`config.mk`:
```
export PLATFORM = sky130hd
export DESIGN_NAME = mips_bus_arbiter
export DESIGN_NICKNAME = d
export VERILOG_FILES = /design/src/rtl/mips_bus_pkg.sv /design/src/rtl/arb_rr2.sv /design/src/rtl/mips_bus_arbiter.sv
export SDC_FILE = /design/constraint.sdc
export NUM_CORES = 1
export LEC_CHECK = 0
export CAP_MARGIN = 20
export CORE_MARGIN = 2
export CORE_UTILIZATION = 41
export DETAILED_ROUTE_END_ITERATION = 12
export MAX_ROUTING_LAYER = met4
export PLACE_DENSITY = 0.81
export RECOVER_POWER = 100
export SETUP_SLACK_MARGIN = 0.05
export SLEW_MARGIN = 30
export SYNTH_ARGS = -nofsm -noshare
export SYNTH_HDL_FRONTEND = slang
export SYNTH_SLANG_ARGS = --single-unit
```
`constraint.sdc`:
```
create_clock -name clk -period 2.5 [get_ports clk]
set_clock_uncertainty 0.2 [all_clocks]
set_input_delay 0.5 -clock clk [delete_from_list [all_inputs] [get_ports clk]]
set_output_delay 0.5 -clock clk [all_outputs]
set_load 0.03 [all_outputs]
```
`src/rtl/mips_bus_pkg.sv`:
```
// Shared types and constants for the MIPS Avalon-MM bus arbiter.
package mips_bus_pkg;

  typedef enum logic [1:0] {
    ARB_IDLE,
    ARB_BUS,
    ARB_RESP
  } arb_state_t;

  typedef enum logic {
    PORT_I,
    PORT_D
  } port_id_t;

  // Full-word byte enables used for every instruction fetch on a 32-bit bus
  localparam logic [3:0] BE_ALL = 4'b1111;

endpackage

```
`src/rtl/arb_rr2.sv`:
```
// Two-way grant selection between instruction fetch and load/store.
// Build option MIPS_ARB_DATA_PRIORITY_EN: the D-port wins every tie instead of
// alternating with the I-port.
module arb_rr2 import mips_bus_pkg::*; (
  input  logic     i_req_i,
  input  logic     d_req_i,
  input  port_id_t last_grant_i,
  output logic     valid_o,
  output port_id_t grant_o
);

`ifdef MIPS_ARB_DATA_PRIORITY_EN
  // History is still tracked by the caller but plays no part in a tie here
  logic unused_last_grant;
  assign unused_last_grant = (last_grant_i == PORT_D);
`endif

  // Pick the winner; a lone requester always wins
  always_comb begin
    valid_o = i_req_i | d_req_i;
    grant_o = PORT_I;
    if (i_req_i && d_req_i) begin
`ifdef MIPS_ARB_DATA_PRIORITY_EN
      grant_o = PORT_D;
`else
      grant_o = (last_grant_i == PORT_D) ? PORT_I : PORT_D;
`endif
    end else if (d_req_i) begin
      grant_o = PORT_D;
    end
  end

endmodule

```
`src/rtl/mips_bus_arbiter.sv`:
```
// Shares the core's single Avalon-MM master between instruction fetch (I-port)
// and load/store (D-port). One transfer at a time: IDLE grants and latches,
// BUS holds the strobes until waitrequest drops, RESP pulses the ack.
// Build option MIPS_ARB_DATA_PRIORITY_EN (applied in arb_rr2) gives the D-port
// fixed priority on ties.
module mips_bus_arbiter import mips_bus_pkg::*; #(
  parameter int unsigned ADDR_W = 32,
  parameter int unsigned DATA_W = 32
) (
  input  logic                clk,
  input  logic                reset,
  // Instruction fetch port
  input  logic                i_req,
  input  logic [ADDR_W-1:0]   i_addr,
  output logic                i_ack,
  output logic [DATA_W-1:0]   i_rdata,
  // Load/store port
  input  logic                d_req,
  input  logic                d_we,
  input  logic [ADDR_W-1:0]   d_addr,
  input  logic [DATA_W-1:0]   d_wdata,
  input  logic [DATA_W/8-1:0] d_be,
  output logic                d_ack,
  output logic [DATA_W-1:0]   d_rdata,
  // Avalon-MM master
  output logic [ADDR_W-1:0]   address,
  output logic                read,
  output logic                write,
  output logic [DATA_W-1:0]   writedata,
  output logic [DATA_W/8-1:0] byteenable,
  input  logic                waitrequest,
  input  logic [DATA_W-1:0]   readdata
);

  localparam int unsigned BE_W = DATA_W / 8;

  arb_state_t          state_q;
  port_id_t            grant_q;
  port_id_t            last_grant_q;
  port_id_t            win;
  logic                any_req;
  logic [ADDR_W-1:0]   address_q;
  logic                read_q;
  logic                write_q;
  logic [DATA_W-1:0]   writedata_q;
  logic [BE_W-1:0]     byteenable_q;
  logic [DATA_W-1:0]   i_rdata_q;
  logic [DATA_W-1:0]   d_rdata_q;
  logic                i_ack_q;
  logic                d_ack_q;

  arb_rr2 u_arb (
    .i_req_i      (i_req),
    .d_req_i      (d_req),
    .last_grant_i (last_grant_q),
    .valid_o      (any_req),
    .grant_o      (win)
  );

  // Transfer sequencer; every bus and response output comes straight from a register
  always_ff @(posedge clk or negedge reset) begin
    if (!reset) begin
      state_q      <= ARB_IDLE;
      grant_q      <= PORT_I;
      last_grant_q <= PORT_D;  // first tie goes to the I-port
      address_q    <= '0;
      read_q       <= 1'b0;
      write_q      <= 1'b0;
      writedata_q  <= '0;
      byteenable_q <= '0;
      i_rdata_q    <= '0;
      d_rdata_q    <= '0;
      i_ack_q      <= 1'b0;
      d_ack_q      <= 1'b0;
    end else begin
      unique case (state_q)
        ARB_IDLE: begin
          if (any_req) begin
            grant_q      <= win;
            last_grant_q <= win;
            if (win == PORT_I) begin
              address_q    <= i_addr;
              read_q       <= 1'b1;
              write_q      <= 1'b0;
              writedata_q  <= '0;
              byteenable_q <= '1;
            end else begin
              address_q    <= d_addr;
              read_q       <= ~d_we;
              write_q      <= d_we;
              writedata_q  <= d_wdata;
              byteenable_q <= d_be;
            end
            state_q <= ARB_BUS;
          end
        end
        ARB_BUS: begin
          if (!waitrequest) begin
            if (read_q) begin
              if (grant_q == PORT_I) i_rdata_q <= readdata;
              else                   d_rdata_q <= readdata;
            end
            read_q  <= 1'b0;
            write_q <= 1'b0;
            i_ack_q <= (grant_q == PORT_I);
            d_ack_q <= (grant_q == PORT_D);
            state_q <= ARB_RESP;
          end
        end
        ARB_RESP: begin
          i_ack_q <= 1'b0;
          d_ack_q <= 1'b0;
          state_q <= ARB_IDLE;
        end
        default: begin
          read_q  <= 1'b0;
          write_q <= 1'b0;
          i_ack_q <= 1'b0;
          d_ack_q <= 1'b0;
          state_q <= ARB_IDLE;
        end
      endcase
    end
  end

  assign address    = address_q;
  assign read       = read_q;
  assign write      = write_q;
  assign writedata  = writedata_q;
  assign byteenable = byteenable_q;
  assign i_rdata    = i_rdata_q;
  assign d_rdata    = d_rdata_q;
  assign i_ack      = i_ack_q;
  assign d_ack      = d_ack_q;

endmodule

```
=== Yosys cells after proc, flatten, opt, wreduce, memory -nomap -nowiden ===
Cells that the tools add are included.

* Flip-flop bits (word level): 140
* Input bits: 138
* Output and inout port bits: 136
* Word-level logic and storage cells: 50

* Equal/unequal tests: 4
* Muxes and demuxes: 20
* Bitwise operators: 6
* Reductions and logical operators: 8

{| class="wikitable"
|+ Operator list
! cell !! count
|-
| $mux 32 || 2
|-
| $mux 1 || 10
|-
| $reduce_and 4->1 || 2
|-
| $pmux 1 s3 || 2
|-
| $reduce_and 2->1 || 3
|-
| $not 1->1 || 5
|-
| $mux 2 || 2
|-
| $mux 4 || 1
|-
| $ne 2x2->1 const B || 2
|-
| $pmux 1 s2 || 2
|-
| $pmux 2 s2 || 1
|-
| $reduce_and 3->1 || 1
|-
| $eq 2x1->1 const B || 1
|-
| $eq 2x2->1 const B || 1
|-
| $logic_not 2->1 || 1
|-
| $logic_and 1x1->1 || 1
|-
| $or 1x1->1 || 1
|}

=== Depth between registers and ports, before layout ===
* Word-level depth: 5
* Mapped depth: 6
* Mapped depth without buffers: 3

=== Cells and area by module ===
A second synthesis with hierarchy kept.

* Cells, all modules: 469
* Area total of the unflattened synthesis: 5,814.3 um2

{| class="wikitable"
|+ Modules (own cells, without submodules)
! module !! instances !! cells each !! area each (um2) !! sequential area each (um2)
|-
| mips_bus_arbiter || 1 || 467 || 5,800.6 || 3,504.6
|-
| arb_rr2 || 1 || 2 || 13.8 || 0.0
|}

=== Least setup slack after synthesis ===
OpenSTA, ideal clock, no wires.

* Kind: register to register
* Start: register state_q[1]
* End: register i_rdata_q[10], in the netlist i_rdata[10]
* Library setup time: 125 ps
* Arrival time: 1,472 ps
* Data required time: 2,175 ps
* Path slack: 703 ps
* Stages on the path, launching flop included: 7
* Period minus slack after synthesis: 1,797 ps
* Cells stage by stage: dfrtp_1 > buf_2 > nor3b_4 > and3b_1 > buf_6 > buf_12 > mux2_4

* Longest elaborated chain between the ends: 2

{| class="wikitable"
|+ Ends and longest elaborated chain
! element !! line !! text
|-
| from (decl) || mips_bus_arbiter.sv:37 || <nowiki>arb_state_t state_q;</nowiki>
|-
| from (signal assigned) || mips_bus_arbiter.sv:63 || <nowiki>state_q <= ARB_IDLE;</nowiki>
|-
| from (signal assigned) || mips_bus_arbiter.sv:94 || <nowiki>state_q <= ARB_BUS;</nowiki>
|-
| from (signal assigned) || mips_bus_arbiter.sv:107 || <nowiki>state_q <= ARB_RESP;</nowiki>
|-
| $eq 2x1->1 || mips_bus_arbiter.sv:76 || <nowiki>unique case (state_q)</nowiki>
|-
| $reduce_and 4->1 (no line) || - ||
|-
| to (signal assigned) || mips_bus_arbiter.sv:100 || <nowiki>if (grant_q == PORT_I) i_rdata_q <= readdata;</nowiki>
|-
| to (decl) || mips_bus_arbiter.sv:47 || <nowiki>logic [DATA_W-1:0] i_rdata_q;</nowiki>
|}

No other way between the ends.
A chain may end at the register's enable or synchronous reset.

=== Final worst setup path ===
* Start: register read_q, in the netlist read
* End: output read

{| class="wikitable"
|+ RTL lines
! element !! line !! text
|-
| from (decl) || mips_bus_arbiter.sv:43 || <nowiki>logic read_q;</nowiki>
|-
| from (signal assigned) || mips_bus_arbiter.sv:89 || <nowiki>read_q <= ~d_we;</nowiki>
|-
| to (decl) || mips_bus_arbiter.sv:27 || <nowiki>output logic read,</nowiki>
|}

No word-level cell between the ends.

==> out/qor.txt <==
Status: complete, no violations
Die ar.: 14700 µm²
Seq/Total Area, Yosys: 62.0%
Final nets: 843
Fillers: 1026
Yosys cell types: 31
Number of global-route vias before repair: 4832
Routed vias/inst: 5.13
Critical Path RT: 1.80 ns
RSZ-0062 raised after global routing: no
Synthesis-stage register bit count: 140
Chip width: 121 µm
H-tree depth: 4
Fin. max-slew vios: 0
Fraction of the mapped netlist area in compound gates: 13.1%
Initial DRC Count: 305
GRT Overall Usage: 23.7%
Synthesis-to-finish area growth: 61.2%
Highest clock rate: 425 MHz
Footprint of the multi-input gates: 1850 µm²
Yosys warns: 0
Worst vdd ir: 0.712 mV
Via count: 4585
Kind of critical path: flip-flop to primary output
Post-Synth XOR/XNOR Area: 0%
Startpoint types: flip-flop
Final setup viols: 0
Tmin final: 2.35 ns
Tcrit/Tclk final: 94.0%
Overall Power: 12.9 mW
Critical path, cell by cell: dlygate4sd3_1
Reg clk slew, reported paths: 0.06 ns
Fin area: 9110 µm²
Synth Area per Inst: 13.2 µm²
GPL Wtd Cong: 0.794
Measured slew at the worst slew-check pin: 1.31 ns
CP endpoint kind: primary output
Post-DRT Antenna Nets: 0
Drt first pass iters: 4
Boundary Pins: 274
Row count: 42
Wire length per cell: 18.6 µm
CTS Buf Count: 17
Dpl ws: 0.159 ns
Pwr Density: 1420 nW/µm²
Post-Route Hold Slack: 0.284 ns
Arrival time worst endpoint: 1.65 ns
Post-DP HPWL: 12100 µm
Final WL: 16600 µm
DRC violations left: 0
Leak: 4.02 nW
Initial antenna violation count: 0
Layout Cells excl Fill: 894
GR Overflow Total: 0
CTS tree: done
HP Class: flip-flop to flip-flop
Crit path largest cell delay: 0.80 ns
Largest net degree at the start of global routing: 55
Initial core utilization: 42.4%
Final Worst Setup Slack: 0.149 ns
Final Hold Vio Count: 0
Clock latency on the worst-skew pair: 0.42 ns
Post-synthesis instance total: 427
Storage element area: 3500 µm²
CTS Hold Buffers Added: 1
Post-Synth Simple-Gate Area: 6.42%
Syn Std Cell Area: 5650 µm²
Global-route wire length before repair: 25800 µm
Main combinational cell family by area after synthesis: multiplexers
Post-CTS resize count: 0
Placed Cells: 861
Syn nets: 565
Layout Utilization: 68.3%
Crit-path slowest cell: dlygate4sd3_1
N_diodes: 0
Crit path max fanout: 4
Max-Cap Viols: 0
Root Buffer Master: clkbuf_16
Postcts setup bufs: 0
Slew headroom: 12.5%
Max clock buf depth: 2
Die Ht: 121 µm
Dpl cell area: 8620 µm²
Fraction of synthesized area in multiplexers: 14.9%
CP top delay family: buffers and inverters
Core ar.: 13300 µm²
Share of cells above drive strength 1: 12.7%
WP buf/inv: 1
Adder-Cell Fraction of Synth Area: 0%
IO buf count: 273
CTS sink cnt: 140
Post-route setup TNS: 0 ns
synthesized netlist by cell type:
cell type | number | area, µm²
dfrtp_1 | 139 | 3480
nand2_1 | 68 | 255
mux2_2 | 34 | 383
a21oi_1 | 33 | 165
a22o_1 | 33 | 289
a31oi_1 | 32 | 200
mux2_4 | 30 | 450
buf_2 | 15 | 75.1
clkbuf_1 | 13 | 48.8
o22a_1 | 4 | 35.0
buf_12 | 3 | 60.1
a21o_1 | 2 | 15.0
nand2b_1 | 2 | 12.5
nor2_1 | 2 | 7.51
a21bo_2 | 1 | 10.0
a21boi_1 | 1 | 7.51
a22oi_1 | 1 | 7.51
a2bb2o_1 | 1 | 10.0
and2_1 | 1 | 6.26
and3b_1 | 1 | 8.76
buf_4 | 1 | 7.51
buf_6 | 1 | 11.3
dfstp_2 | 1 | 26.3
mux2i_1 | 1 | 10.0
nand3_2 | 1 | 10.0
nand3b_1 | 1 | 7.51
nor2_2 | 1 | 6.26
nor3_4 | 1 | 16.3
nor3b_1 | 1 | 7.51
nor3b_4 | 1 | 18.8
or2_2 | 1 | 6.26
state kept, by name, summed over array words and instances (netlist names):
name	count
address	32
d_rdata	32
i_rdata	32
i_ack	1
last_grant_q	1
state_q	2
write	1
read	1
writedata	32
d_ack	1
grant_q	1
byteenable	4
placed cells by master, fill, tap and decap left out, types with 4 or more instances in the layout:
cell type        instances
buf_12                   4
a22o_1                  33
a31oi_1                 32
clkbuf_16               17
mux2_2                  33
a21oi_1                 33
nand2_1                 68
clkbuf_1                 5
mux2_1                  25
buf_4                    8
o22a_1                   4
mux2_4                   6
dlygate4sd3_1          139
clkdlybuf4s50_1        134
bufinv_16                4
dfrtp_1                139
metal layers:
layer | share of wire, % | track usage [%]
met3 | 7.1 | 5.92
met1 | 41 | 28.4
met5 | 0 | -
met2 | 50 | 38.5
met4 | 2.1 | 9.70
worst paths after layout:
check,start,end,slack (ns),depth (start not counted)
setup reg to reg,state_q[0],i_rdata[14],0.31,4
hold reg to reg,i_rdata[4],i_rdata[4],0.28,1
setup / recovery,read,read,0.15,1
max in group asynchronous,reset,last_grant_q,0.38,3
hold / removal,i_rdata[4],i_rdata[4],0.28,1
min in group asynchronous,reset,d_rdata[24],0.70,2
where the power goes:
part           switching [mW]  leakage [nW]  total, mW  internal (mW)
clock network           0.942         0.301       2.67           1.72
registers               0.632          1.69       4.00           3.37
logic                    3.68          2.02       6.22           2.54
total                    5.25          4.02       12.9           7.64
kinds of logic after synthesis:
logic type      after synthesis
simple gates                 81
flops                       140
compound gates              108
buf+inv                      33
mux                          65
final cells by class:
| type | instances | area share, % |
|---|---|---|
| clock buffers | 22 | 5.10 |
| flip-flops and latches | 140 | 38.5 |
| repair buffers | 292 | 31.9 |
| clock inverters | 10 | 1.79 |
| multi-input cells | 254 | 20.3 |
| well taps | 176 | 2.42 |
Power figures use the tool's default switching activity.
